`src/rtl/hazard_ctrl.sv`:
```
// Pipeline hazard controller: load-use and register-branch stalls, branch flush, halt drain.
// Optional stall counter output enabled by defining HAZ_PERF_CNT_EN.
module hazard_ctrl (
  input  logic       clk,
  input  logic       rst,
  input  logic       id_valid,
  input  logic [3:0] id_src1,
  input  logic [3:0] id_src2,
  input  logic       id_use1,
  input  logic       id_use2,
  input  logic       id_br_reg,
  input  logic       id_halt,
  input  logic [3:0] ex_dst,
  input  logic       ex_regwrite,
  input  logic       ex_memread,
  input  logic [3:0] mem_dst,
  input  logic       mem_regwrite,
  input  logic       branch_taken,
  output logic       pc_we,
  output logic       ifid_we,
  output logic       ifid_flush,
  output logic       idex_bubble,
  output logic       halted
`ifdef HAZ_PERF_CNT_EN
  ,
  output logic [15:0] stall_cnt
`endif
);

  localparam logic [1:0] RUN    = 2'd0;
  localparam logic [1:0] DRAIN  = 2'd1;
  localparam logic [1:0] HALTED = 2'd2;

  logic [1:0] state;
  logic [1:0] nextState;
  logic [1:0] effState;
  logic [1:0] drainCnt;
  logic [1:0] nextDrainCnt;
  logic       loadUse;
  logic       brHazard;
  logic       hazard;

  // Register-branch operands are read in decode, so any in-flight writer of src1 must stall it.
  assign loadUse  = id_valid && ex_regwrite && ex_memread && (ex_dst != 4'd0) &&
                    ((id_use1 && (ex_dst == id_src1)) || (id_use2 && (ex_dst == id_src2)));
  assign brHazard = id_valid && id_br_reg && (id_src1 != 4'd0) &&
                    ((ex_regwrite && (ex_dst == id_src1)) || (mem_regwrite && (mem_dst == id_src1)));
  assign hazard   = loadUse || brHazard;

  // Outputs behave as in RUN while reset is held so the front end keeps fetching.
  assign effState = rst ? RUN : state;

  always_comb begin
    pc_we        = 1'b1;
    ifid_we      = 1'b1;
    ifid_flush   = 1'b0;
    idex_bubble  = 1'b0;
    nextState    = state;
    nextDrainCnt = drainCnt;
    case (effState)
      RUN: begin
        if (hazard) begin
          pc_we       = 1'b0;
          ifid_we     = 1'b0;
          idex_bubble = 1'b1;
        end else if (id_valid && id_halt) begin
          pc_we        = 1'b0;
          ifid_we      = 1'b0;
          nextState    = DRAIN;
          nextDrainCnt = 2'd3;
        end else if (branch_taken) begin
          ifid_flush = 1'b1;
        end
      end
      DRAIN: begin
        pc_we        = 1'b0;
        ifid_we      = 1'b0;
        idex_bubble  = 1'b1;
        nextDrainCnt = drainCnt - 2'd1;
        if (drainCnt == 2'd1) begin
          nextState = HALTED;
        end
      end
      HALTED: begin
        pc_we       = 1'b0;
        ifid_we     = 1'b0;
        idex_bubble = 1'b1;
      end
      default: begin
        nextState = RUN;
      end
    endcase
  end

  always_ff @(posedge clk) begin
    if (rst) begin
      state    <= RUN;
      drainCnt <= 2'd0;
      halted   <= 1'b0;
    end else begin
      state    <= nextState;
      drainCnt <= nextDrainCnt;
      halted   <= (nextState == HALTED);
    end
  end

`ifdef HAZ_PERF_CNT_EN
  // Counts only RUN-state hazard stalls; drain and halt bubbles are not stalls.
  always_ff @(posedge clk) begin
    if (rst) begin
      stall_cnt <= 16'd0;
    end else if ((state == RUN) && hazard && (stall_cnt != 16'hFFFF)) begin
      stall_cnt <= stall_cnt + 16'd1;
    end
  end
`endif

endmodule

```
`config.mk`:
```
export PLATFORM = sky130hd
export DESIGN_NAME = hazard_ctrl
export DESIGN_NICKNAME = d
export VERILOG_FILES = /design/src/rtl/hazard_ctrl.sv
export SDC_FILE = /design/constraint.sdc
export NUM_CORES = 1
export LEC_CHECK = 0
export ABC_AREA = 1
export BUFFER_PORTS_ARGS = -buffer_cell sky130_fd_sc_hd__buf_4
export CAP_MARGIN = 10
export CORE_ASPECT_RATIO = 1.1
export CORE_MARGIN = 10
export CORE_UTILIZATION = 45
export CTS_CLUSTER_DIAMETER = 30
export DETAILED_ROUTE_END_ITERATION = 8
export GPL_TIMING_DRIVEN = 0
export PLACE_DENSITY = 0.74
export SLEW_MARGIN = 20
export SYNTH_ARGS = -nofsm -noshare
export SYNTH_HDL_FRONTEND = slang
export SYNTH_SLANG_ARGS = --single-unit
```
`constraint.sdc`:
```
create_clock -name clk -period 2.05 [get_ports clk]
set_input_delay 0.205 -clock clk [delete_from_list [all_inputs] [get_ports clk]]
set_output_delay 0.205 -clock clk [all_outputs]
set_load 0.02 [all_outputs]
```
==> flow_results.org <==
** Run status
- The run finished with clean final reports.

** Yosys
- In this run, synthesis inferred 0 flip-flops with an integrated enable.
- Nets in the synthesized netlist :: between 150 and 200
- Counting flops and latches in the post-synthesis netlist gives 5.
- Share of synthesized registers carrying an async set or reset :: 0
- Gate count of the mapped netlist :: between 100 and 150
- Cell taking the most area after synthesis :: nand2_1
- Leading cell types by total area after synthesis :: nand2_1 19%, dfxtp_1 15%, inv_1 14%
- The synthesized netlist contains 22 unique library cells.
- Post-synth design cell area :: approximately 660 µm²
- Of the post-synthesis cell area, the dominant cell type holds 0.193.
- Yosys printed 0 warnings.
- For this run, the leading register cell type out of synthesis is dfxtp_1.
- In this run the mean area of a mapped cell was about 5.5 µm².
- Proportion of synthesized chip area in sequential cells :: 0.151

** Worst hold path
- The startpoint identified for the worst hold timing path is rst.
- Hold Path End :: drainCnt[0]
- The worst hold path belongs to the class input pin to register.
- Counting instances, the worst hold path has a depth of 4.

** Clock network
- Total of hold buffers inserted after clock tree synthesis :: 0
- CTS Sinks :: 5
- In this run the number of H-tree levels came out at 1.
- Insertion delay to the later sink of the worst-skew pair :: 0.26 ns
- After clock tree synthesis, the clock-pin slew on the worst setup and hold paths is roughly 0.050 ns.
- Root buffer cell :: clkbuf_4
- Clock tree from TritonCTS :: built
- TritonCTS Buffers :: 3
- The longest clock path from root to sink contains 2 buffers.
- After clock tree synthesis, the setup repair step added 0 buffers.

** Timing
- Final hold analysis gives a worst-case slack of 0.265 ns.
- Dividing the final minimum period by the clock period gives 0.919.
- Setup repair after global routing left no endpoint under its margin.
- Clock skew :: around 0.0098 ns
- After routing, the total negative slack on setup checks comes to 0 ns.
- For the pin with the worst max-slew slack, the measured transition is around 0.43 ns.
- Setup violators final :: 0
- Headroom to the max-slew limit :: 0.709
- Final hold violation count :: 0
- Max-slew violation count :: 0
- The routed design could run at a clock period as short as between 1.5 and 2 ns.
- Fmax achieved :: about 530 MHz

** Place
- Port Buf Inserts :: 31
- Placer Congestion :: 0.806
- The HPWL after detailed placement is 1680 µm.

** Critical path
- Slowest cell on crit path :: dfxtp_1
- Endpoint arrival time on the critical path :: around 1.7 ns
- The critical path in this run is classified as register to output pin.
- Setup slack on the worst reg-to-reg path comes out at approximately 0.39 ns.
- STA classifies the critical path startpoint as a register.
- STA puts the critical path data required time at around 1.9 ns.
- Reg2Reg Launch Point :: state[0]
- In this design, the stage delay of the slowest critical-path cell is 0.30 ns.
- Along the worst path, the maximum fanout reaches 7.
- Worst setup EP type :: output pin
- Worst reg-to-reg path cell count :: 8
- In this run the critical register-to-register path is captured at drainCnt[1].
- The critical path goes through inv_1 > nor2_1 > inv_1 > ha_2 > nand4_1 > o21ai_0 > buf_4 > buf_4.

** Layout
- Compared with the post-synthesis result, the final layout area differs by 42.5%.
- Fraction of final layout cells with drive strength greater than 1 :: 0.301
- Final layout net count :: about 190
- 0 antenna diodes ended up in the layout.

** Routing
- Detailed-route vias per instance :: 4.81
- Dividing the detail-routed wire length by the instance count gives ~11 µm.
- Via Count :: 827
- Number of DRC violations after detailed-routing iteration 0 :: 9
- After detailed routing, the number of remaining DRC violations is 0.
- Highest routed metal layer :: met4
- Routed WL :: between 1500 and 2000 µm
- The detail route stage leaves a number of antenna-violating nets equal to 0.
- DR pass1 iterations :: 4
- Wire segments on met3 add up to approximately 110 µm in the final route.
- The detailed router put a total of 701 µm of wire on met1.
- Routed met2 length :: 1090 µm

** Pwr
- Power density over the cells :: 404 nW/µm²
- Static leakage :: approximately 0.00057 µW
- IR analysis of the VDD net gives a maximum drop of 0.000298 V.

** Global routing
- Initial antenna violation count :: 0
- Entering global routing, the biggest net connects 8 pins.
- The total overflow left after global routing is 0.
- The number of global-route vias before repair is a little under 900.
- In the global route stage, overall resource usage came out at 0.110.
- The first global-routing pass estimated around 3100 µm of wire.

** Job
- Across the run, the number of max-cap violations was 0.

** Floorplan
- For this configuration, the core starts out at a cell density of 0.478.
- Top Ports :: 32
- The floorplan has 14 rows.
- The die covers 3410 µm².
- In this run the vertical extent of the chip is around 60 µm.
- Measured along the x axis, the die boundary spans 56.6 µm.
- Core area :: around 1400 µm²
==> per-stage QoR <==
| stage | power [µW] | util | cells | setup WS [ns] | area [µm²] |
|---|---|---|---|---|---|
| 2_1_floorplan | 190 | - | 121 | 0.157 | 662 |
| 3_3_place_gp | 257 | 0.661 | 168 | 0.358 | 915 |
| 3_5_place_dp | 260 | 0.661 | 168 | 0.321 | 915 |
| 4_1_cts | 380 | 0.680 | 172 | 0.0652 | 941 |
| 5_1_grt | 401 | 0.682 | 172 | 0.0507 | 943 |
| 6_report | 381 | 0.682 | 172 | 0.165 | 943 |
==> flip-flops by register name (all words and copies together) (netlist names) <==
signal,cells
drainCnt,2
state,2
halted,1
==> metal layers <==
| layer | vias up | track usage |
|---|---|---|
| li1 | 435 | - |
| met1 | 360 | 0.0859 |
| met2 | 28 | 0.230 |
| met3 | 4 | 0.0339 |
| met4 | 0 | 0.0619 |
| met5 | - | 0 |
==> layout by cell type (no fill, tap or decap) <==
| master | instances |
|---|---|
| o21ai_0 | 7 |
| clkbuf_4 | 3 |
| ha_2 | 1 |
| nand3_2 | 1 |
| o21ai_1 | 1 |
| ha_1 | 4 |
| xnor2_1 | 1 |
| nor2_2 | 2 |
| a31oi_1 | 1 |
| clkbuf_1 | 1 |
| nand2_1 | 34 |
| xor2_1 | 1 |
| a21oi_1 | 4 |
| nand2_2 | 3 |
| nand2_4 | 1 |
| inv_2 | 3 |
| nor2_1 | 14 |
| and2_1 | 1 |
| dfxtp_1 | 5 |
| a41oi_1 | 1 |
| nand3_1 | 8 |
| a21oi_2 | 1 |
| inv_1 | 25 |
| buf_4 | 32 |
| nand4_1 | 1 |
==> power by group <==
part / internal [µW] / switching [µW] / leakage [µW]
Clock: 74.1 / 48.2 / 0.0000150
Combinational: 75.4 / 77.9 / 0.000516
Sequential: 103 / 3.11 / 0.0000409
==> cells by family after synthesis <==
| kind of cell | Yosys count | synth area share |
|---|---|---|
| AOI/OAI and AO/OA | 15 | 0.127 |
| and+or+nand+nor | 65 | 0.431 |
| adders and majority gates | 5 | 0.0945 |
| buffers and inverters | 29 | 0.170 |
| xor gates and xnor gates | 2 | 0.0265 |
| DFF | 5 | 0.151 |
==> how the worst max path moves through the flow <==
stage               slack (ns)     start           to  cells after the start
floorplan                 0.16  state[0]        pc_we                      6
global placement          0.36  state[0]        pc_we                      8
detailed placement        0.32  state[0]  drainCnt[0]                      8
CTS                       0.07  state[0]        pc_we                      8
global route              0.05  state[0]        pc_we                      8
finish                    0.17  state[0]        pc_we                      8
==> final cells by class <==
class / count / area [µm²]
multi-input combinational: 87 / 452
fill: 136 / 440
timing repair buffer: 31 / 233
inverter: 28 / 105
sequential: 5 / 100
clock buffer: 4 / 26.3
tap: 16 / 20.0
buffer: 1 / 7.51
==> synth_stat cells, types with 2 or more instances <==
cell / count
dfxtp_1: 5
o21ai_0: 7
nor2_2: 2
inv_1: 25
nand3_1: 8
inv_2: 3
nor2_1: 14
ha_1: 5
nand2_2: 3
a21oi_1: 4
nand2_1: 34
==> worst max-delay path, delay by kind of cell, from the launching register on <==
kind,cells,cell delay [ns]
adder cells (fa/ha/maj),1,0.25
AND/OR/NAND/NOR,2,0.30
flip-flops,1,0.30
buffers and inverters,4,0.47
AO/OA/AOI/OAI,1,0.11
==> timing repair <==
action	in CTS	in global routing
setup endpoints to repair	0	2
hold endpoints to repair	0	0
gates resized for setup	0	1
Power figures use the tool's default switching activity.
